$ cat src/rtl/fifo_write_arbiter.sv
// rtl/fifo_write_arbiter.sv - round-robin, burst-limited sharing of one fifo write port
// Optional per-requester write counters (wrcount) when FIFO_ARB_STATS_EN is defined.
module fifo_write_arbiter #(
    parameter int NREQ      = 4,
    parameter int WIDTH     = 32,
    parameter int BURST_MAX = 4
) (
    input  logic                  clk,
    input  logic                  reset,
    input  logic [NREQ-1:0]       req,
    input  logic [NREQ*WIDTH-1:0] reqdata,
    output logic [NREQ-1:0]       gnt,
    output logic [NREQ-1:0]       accept,
    input  logic                  fifo_full,
    output logic                  fifo_write,
    output logic [WIDTH-1:0]      fifo_datain
`ifdef FIFO_ARB_STATS_EN
    ,
    output logic [NREQ*16-1:0]    wrcount
`endif
);

    localparam int IW = $clog2(NREQ);
    localparam int CW = (BURST_MAX > 1) ? $clog2(BURST_MAX) : 1;
    localparam logic [IW-1:0] LAST_INIT  = IW'(NREQ - 1);
    localparam logic [CW-1:0] COUNT_LAST = CW'(BURST_MAX - 1);

    typedef enum logic {IDLE, OWN} state_t;

    state_t          state, state_n;
    logic [NREQ-1:0] gnt_n;
    logic [IW-1:0]   owner, owner_n, last, last_n, base, pick;
    logic [CW-1:0]   count, count_n;
    logic            pick_valid, xfer, rel;

    assign xfer        = gnt[owner] & req[owner] & ~fifo_full;
    assign fifo_write  = xfer;
    assign accept      = gnt & req & {NREQ{~fifo_full}};
    assign fifo_datain = (|gnt) ? reqdata[int'(owner)*WIDTH +: WIDTH] : '0;

    // Scan starts just after the previous owner, so the owner itself is lowest priority.
    always_comb begin
        base       = (state == OWN) ? owner : last;
        pick       = '0;
        pick_valid = 1'b0;
        for (int k = NREQ; k >= 1; k--) begin
            if (req[(int'(base) + k) % NREQ]) begin
                pick       = IW'((int'(base) + k) % NREQ);
                pick_valid = 1'b1;
            end
        end
    end

    always_comb begin
        state_n = state;
        gnt_n   = gnt;
        owner_n = owner;
        last_n  = last;
        count_n = count;
        rel     = 1'b0;
        case (state)
            IDLE: begin
                if (pick_valid) begin
                    state_n = OWN;
                    owner_n = pick;
                    gnt_n   = NREQ'(1) << pick;
                    count_n = '0;
                end
            end
            OWN: begin
                rel = ~req[owner] | (xfer & (count == COUNT_LAST));
                if (rel) begin
                    last_n  = owner;
                    count_n = '0;
                    if (pick_valid) begin
                        owner_n = pick;
                        gnt_n   = NREQ'(1) << pick;
                    end else begin
                        state_n = IDLE;
                        gnt_n   = '0;
                    end
                end else if (xfer) begin
                    count_n = count + 1'b1;
                end
            end
            default: begin
                state_n = IDLE;
                gnt_n   = '0;
            end
        endcase
    end

    always_ff @(posedge clk or posedge reset) begin
        if (reset) begin
            state <= IDLE;
            gnt   <= '0;
            owner <= '0;
            last  <= LAST_INIT;
            count <= '0;
        end else begin
            state <= state_n;
            gnt   <= gnt_n;
            owner <= owner_n;
            last  <= last_n;
            count <= count_n;
        end
    end

`ifdef FIFO_ARB_STATS_EN
    logic [15:0] wrcnt [NREQ];

    always_ff @(posedge clk or posedge reset) begin
        if (reset) begin
            for (int i = 0; i < NREQ; i++) wrcnt[i] <= '0;
        end else begin
            for (int i = 0; i < NREQ; i++) begin
                if (accept[i] && wrcnt[i] != 16'hFFFF) wrcnt[i] <= wrcnt[i] + 16'd1;
            end
        end
    end

    for (genvar g = 0; g < NREQ; g++) begin : g_wrcount
        assign wrcount[g*16 +: 16] = wrcnt[g];
    end
`endif

endmodule

$ cat config.mk
export PLATFORM = sky130hd
export DESIGN_NAME = fifo_write_arbiter
export DESIGN_NICKNAME = d
export VERILOG_FILES = /design/src/rtl/fifo_write_arbiter.sv
export SDC_FILE = /design/constraint.sdc
export NUM_CORES = 1
export LEC_CHECK = 0
export ABC_CLOCK_PERIOD_IN_PS = 2200
export CAP_MARGIN = 40
export CORE_ASPECT_RATIO = 1.4
export CORE_MARGIN = 2
export CORE_UTILIZATION = 30
export DETAILED_ROUTE_END_ITERATION = 8
export HOLD_SLACK_MARGIN = 0.05
export MAX_ROUTING_LAYER = met4
export PLACE_DENSITY = 0.83
export REMOVE_ABC_BUFFERS = 1
export SKIP_CTS_REPAIR_TIMING = 1
export SYNTH_ARGS = -nofsm -noshare
export SYNTH_HDL_FRONTEND = slang
export SYNTH_SLANG_ARGS = --single-unit
$ cat constraint.sdc
create_clock -name clk -period 2.2 [get_ports clk]
set_clock_uncertainty 0.05 [all_clocks]
set_input_delay 0.22 -clock clk [delete_from_list [all_inputs] [get_ports clk]]
set_output_delay 0.22 -clock clk [all_outputs]
set_load 0.02 [all_outputs]
==> run summary, run 1 <==
Die area: 0.00643 mm^2
Cell Pwr Density: 1120 mW/mm^2
Grt ovf: 0
RSZ-0062 raised after global routing: no
Wirelength, routed: 7.59 mm
CP endpoint kind: output port
Clk sink count: 11
Slowest cell on crit path: mux4_2
Detailed Route Iter0 Violations: 95
Dominant synthesized flop cell: dfrtp_1
Max incr delay on CP: 510 ps
DR pass1 iterations: 4
Max cap viols: 0
Via density: 5.19
CTS clock-pin slew for the worst setup and hold paths: 50 ps
Top-count cell post-synth: mux4_2
P_leak: 1.82 nW
Share of power burned in registers: 9.3%
Arr. time, crit path: 1760 ps
Final period utilization: 92.1%
# IOs: 176
Final GP Congestion: 0.842
Logic pwr share: 85.9%
Post-route cell area: 0.00379 mm^2
Reg2reg start: owner[0]$_DFFE_PP0P_
Drt wl/cell: 19.3 um
Final setup viols: 0
Die H: 94.1 um
Post-synthesis sequential area ratio: 16.0%
Final min period: 2030 ps
Internal power: 2.42 mW
H-tree depth: 1
CTS tree: built
Starting Density: 31.3%
CP cell instances: buf_12, mux4_2, nor2b_1, dlymetal6s2s_1
Vias in the first global route: 2,081
Fin cells: 393
Status: completed
Yosys synthesis warning count: 0
First-pass GRT wire length: 10.4 mm
Synth area leader: mux4_2
Reg-to-reg slack, setup: 200 ps
Clock root cell: clkbuf_8
Vias: 2,041
Critical path's top delay family: multiplexers
Placeable Area: 0.00557 mm^2
Post-DP Area: 0.00365 mm^2
Setup Slack @ Placement: 47.4 ps
Worst EP required: 1930 ps
Final Hold Viols: 0
Placed insts: 389
Max Fanout on Critical Path: 17
Max Freq: 493 MHz
WP buf/inv: 2
Cts bufs inserted: 3
Drc violations: 0
IO Port Bufs: 175
Sw frac: 42.6%
Longest Clk Path Bufs: 2
Final WS setup: 173 ps
Clock Latency Late Sink: 230 ps
Final slew viol count: 0
Overall Global Routing Usage: 22.6%
Cells on worst reg2reg path: 6
Initial antenna violation count: 0
Post-synth top cells: mux4_2, nor2b_1, dfrtp_1
Area grow syn2layout: 118%
Cell Area, Synth: 0.00174 mm^2
Post-synth EDFFs: 0
Layout cells sized above 1: 20.3%
Width of the die: 68.4 um
Syn Area/Cell: 12.1 um^2
Slew @ Worst Pin: 413 ps
Clock share of power: 4.8%
Largest net degree at the start of global routing: 33
Yosys top cell area share: 42.7%
Rel. slew slack: 72.4%
Flops & latches, synth: 11
Ys async rst share: 100%
Post-DP HPWL: 6.56 mm
Crit Path Category: reg2out
Hold WC Path Type: in2async
Post-Synthesis Cells: 144
ANT cells: 0
# rows: 32
DRT antenna net count: 0
Unique masters post-synth: 41
Switch Pwr: 1.80 mW
Worst vdd ir: 0.559 mV
Top cells by area, synth: mux4_2, dfrtp_1, nor2b_1, dfstp_2, mux2_2
Final nets: 462
CP Launch Type: register
Hold WS: 222 ps
Worst r2r dst: owner[0]$_DFFE_PP0P_
-- power by group through the flow --
stage	combinational, mW	sequential, mW	clock (mW)
after floorplan	1.91	0.609	0
after global placement	3.69	0.389	0
after detailed placement	3.74	0.392	0
after CTS	3.75	0.389	0.206
after global routing	3.86	0.407	0.217
final	3.63	0.392	0.202
-- metal layers --
layer | global-route usage, % | part of all wire [%] | vias up
li1 | - | - | 941
met1 | 24.1 | 33 | 972
met2 | 39.7 | 54 | 114
met3 | 5.76 | 11 | 14
met4 | 7.33 | 2.3 | 0
met5 | - | 0 | -
-- final cells by class --
type | count | area [um^2]
Multi-Input combinational cell | 113 | 1370
Tap cell | 68 | 85.1
Inverter | 8 | 30.0
Fill cell | 411 | 1780
Sequential cell | 11 | 279
Clock buffer | 4 | 45.0
Timing Repair Buffer | 189 | 1980
-- per-stage QoR --
step / power [mW] / TNS [ps] / utilization, %
3_3_place_gp: 4.08 / 0 / 65.6
5_1_grt: 4.49 / 0 / 68.1
6_report: 4.23 / 0 / 68.1
2_1_floorplan: 2.52 / -50860 / -
4_1_cts: 4.34 / -4700 / 66.5
3_5_place_dp: 4.13 / 0 / 65.6
-- how the worst max path moves through the flow --
| stage | slack, ps | cells past startpoint | endpoint | from |
|---|---|---|---|---|
| floorplan | -1370 | 2 | fifo_datain[0] | gnt[2]$_DFFE_PP0P_ |
| global placement | 40 | 5 | fifo_write | req[0] |
| detailed placement | 50 | 5 | fifo_write | req[0] |
| CTS | -190 | 4 | fifo_datain[29] | owner[0]$_DFFE_PP0P_ |
| global route | 90 | 4 | fifo_datain[24] | owner[0]$_DFFE_PP0P_ |
| finish | 170 | 4 | fifo_datain[24] | owner[0]$_DFFE_PP0P_ |
-- flip-flops by register name (all words and copies together) (netlist names) --
register / count
count: 2
last: 2
gnt: 4
state: 1
owner: 2
-- cell families (layout without fill, tap and decap cells) --
group	after synthesis	after routing	share of synthesized area, %
and+or+nand+nor	50	50	17.0
muxes	44	44	50.8
buffers and inverters	20	201	5.97
AOI/OAI and AO/OA	18	18	9.63
DFF	11	11	16.0
adders and majority gates	1	1	0.719
-- cells in the final DEF (no fill, tap or decap), drive strengths merged, types with 3 or more instances in the layout --
cell type,count
clkbuf,4
nor2b,32
and3,3
mux4,34
mux2i,5
buf,14
dfrtp,9
clkdlybuf4s50,142
inv,8
nand2,5
mux2,5
dlymetal6s2s,33
Power figures use the tool's default switching activity.
==> inputs of run 2 (changes only) <==
--- a/config.mk
+++ b/config.mk
@@ -14,7 +14,6 @@
 export HOLD_SLACK_MARGIN = 0.05
 export MAX_ROUTING_LAYER = met4
 export PLACE_DENSITY = 0.83
-export REMOVE_ABC_BUFFERS = 1
 export SKIP_CTS_REPAIR_TIMING = 1
 export SYNTH_ARGS = -nofsm -noshare
 export SYNTH_HDL_FRONTEND = slang
==> run summary, run 2 (same netlist as run 1, synthesis figures left out) <==
Multi-input logic area: 0.00137 mm^2 (about the same)
Final nets: 462 (unchanged)
Met3 Routed Length: 914 um (was 819 um)
Longest Clk Path Bufs: 2 (unchanged)
Cts bufs inserted: 3 (unchanged)
Top reg by flops: gnt (unchanged)
# rows: 32 (unchanged)
Die area: 0.00643 mm^2 (unchanged)
Wirelength, routed: 7.69 mm (was 7.59 mm)
Slowest cell on crit path: mux4_1 (was mux4_2)
Placeable Area: 0.00557 mm^2 (unchanged)
Post-DP HPWL: 6.58 mm (was 6.56 mm)
Final Hold Viols: 0 (unchanged)
Final setup viols: 0 (unchanged)
Final period utilization: 93.2% (was 92.1%)
Starting Density: 31.3% (unchanged)
Layout cells sized above 1: 20.3% (unchanged)
Hold WC Path Type: in2async (unchanged)
Grt ovf: 0 (unchanged)
Clk sink count: 11 (unchanged)
Max Fanout on Critical Path: 15 (was 17)
Post-route cell area: 0.00380 mm^2 (was 0.00379 mm^2)
RSZ-0062 raised after global routing: no (unchanged)
Most common cell after layout, fill and taps aside: clkdlybuf4s50_1 (unchanged)
Overall Global Routing Usage: 23.0% (was 22.6%)
Final min period: 2050 ps (was 2030 ps)
Reg-to-reg slack, setup: 200 ps (about the same)
Hold WS: 217 ps (was 222 ps)
Area grow syn2layout: 118% (about the same)
Fin cells: 393 (unchanged)
Final slew viol count: 0 (unchanged)
Slew @ Worst Pin: 445 ps (was 413 ps)
Arr. time, crit path: 1780 ps (was 1760 ps)
Most frequent cells in the layout: clkdlybuf4s50_1, mux4_2, dlymetal6s2s_1, nor2b_1, buf_4 (unchanged)
Wire length on met1: 2.50 mm (was 2.52 mm)
Vias: 2,029 (was 2,041)
H-tree depth: 1 (unchanged)
Max Freq: 488 MHz (was 493 MHz)
Status: completed (unchanged)
P_leak: 1.83 nW (was 1.82 nW)
CP endpoint kind: output port (unchanged)
Final setup TNS: 0 ps (unchanged)
Worst r2r dst: owner[0]$_DFFE_PP0P_ (unchanged)
Max incr delay on CP: 550 ps (was 510 ps)
Width of the die: 68.4 um (unchanged)
ANT cells: 0 (unchanged)
Detailed Route Iter0 Violations: 75 (was 95)
Met2 wire length: 4.19 mm (was 4.08 mm)
DR pass1 iterations: 4 (unchanged)
Rel. slew slack: 70.3% (was 72.4%)
First-pass GRT wire length: 10.8 mm (was 10.4 mm)
Via density: 5.16 (was 5.19)
Placed insts: 389 (unchanged)
Fill count: 429 (was 411)
Post-DP Area: 0.00367 mm^2 (was 0.00365 mm^2)
Cell Pwr Density: 1120 mW/mm^2 (about the same)
CTS clock-pin slew for the worst setup and hold paths: 50 ps (about the same)
Overall power: 4.27 mW (was 4.23 mW)
Vias in the first global route: 2,103 (was 2,081)
CP Launch Type: register (unchanged)
DRT antenna net count: 0 (unchanged)
DR top layer: met4 (unchanged)
Mapped Nets: 280
Largest net degree at the start of global routing: 27 (was 33)
Worst vdd ir: 0.627 mV (was 0.559 mV)
IO Port Bufs: 175 (unchanged)
Clock root cell: clkbuf_8 (unchanged)
Max cap viols: 0 (unchanged)
Initial antenna violation count: 0 (unchanged)
Worst EP required: 1930 ps (about the same)
CP startpoint: owner[0]$_DFFE_PP0P_ (unchanged)
Reg area: 279 um^2 (unchanged)
Clock Latency Late Sink: 240 ps (was 230 ps)
CTS tree: built (unchanged)
Drt wl/cell: 19.6 um (was 19.3 um)
# IOs: 176 (unchanged)
Drc violations: 0 (unchanged)
Max reg flops: 4 (unchanged)
Cells on worst reg2reg path: 6 (unchanged)
Die H: 94.1 um (unchanged)
Reg2reg start: owner[0]$_DFFE_PP0P_ (unchanged)
CP cell instances: buf_12, mux4_1, nand3_1, inv_1, dlymetal6s2s_1 (was buf_12, mux4_2, nor2b_1, dlymetal6s2s_1)
Final GP Congestion: 0.784 (was 0.842)
Crit Path Category: reg2out (unchanged)
[run 2: through the flow]
stage                     util [%]  setup slack, ps
after floorplan                  -              444
after global placement        65.9             89.8
after detailed placement      65.9             49.9
after CTS                     66.7             -188
after global routing          68.3             60.1
final                         68.3              150
[run 2: cell type report]
cell class	count	share of cell area, %
Clock buffer	4	1.18
Inverter	8	0.790
Multi-Input combinational cell	113	36.1
Sequential cell	11	7.34
Tap cell	68	2.24
Timing Repair Buffer	189	52.3
[run 2: how the worst max path moves through the flow]
stage / cells after the start / endpoint / slack (ps)
final: 5 / fifo_write / 150
after detailed placement: 5 / fifo_write / 50
after global placement: 4 / fifo_datain[0] / 90
after global routing: 5 / fifo_write / 60
after floorplan: 4 / fifo_datain[10] / 440
after CTS: 5 / fifo_write / -190
[run 2: layer usage]
layer | global-route usage (%) | vias to the layer above
li1 | - | 941
met1 | 23.4 | 982
met2 | 41.7 | 100
met3 | 8.51 | 6
met4 | 4.00 | 0
met5 | - | -
[run 2: where the power goes]
group          total, mW  leakage, nW  internal (mW)  switching [mW]
Clock              0.204       0.0228          0.127          0.0763
Combinational       3.67         1.67           2.03            1.64
Sequential         0.401        0.133          0.292           0.109
Total               4.27         1.83           2.45            1.83
[run 2: critical path: cells and delay by family (launching register included)]
family	cells	cell delay, ps
and+or+nand+nor	1	140
muxes	1	550
buffers and inverters	3	430
DFF	1	410
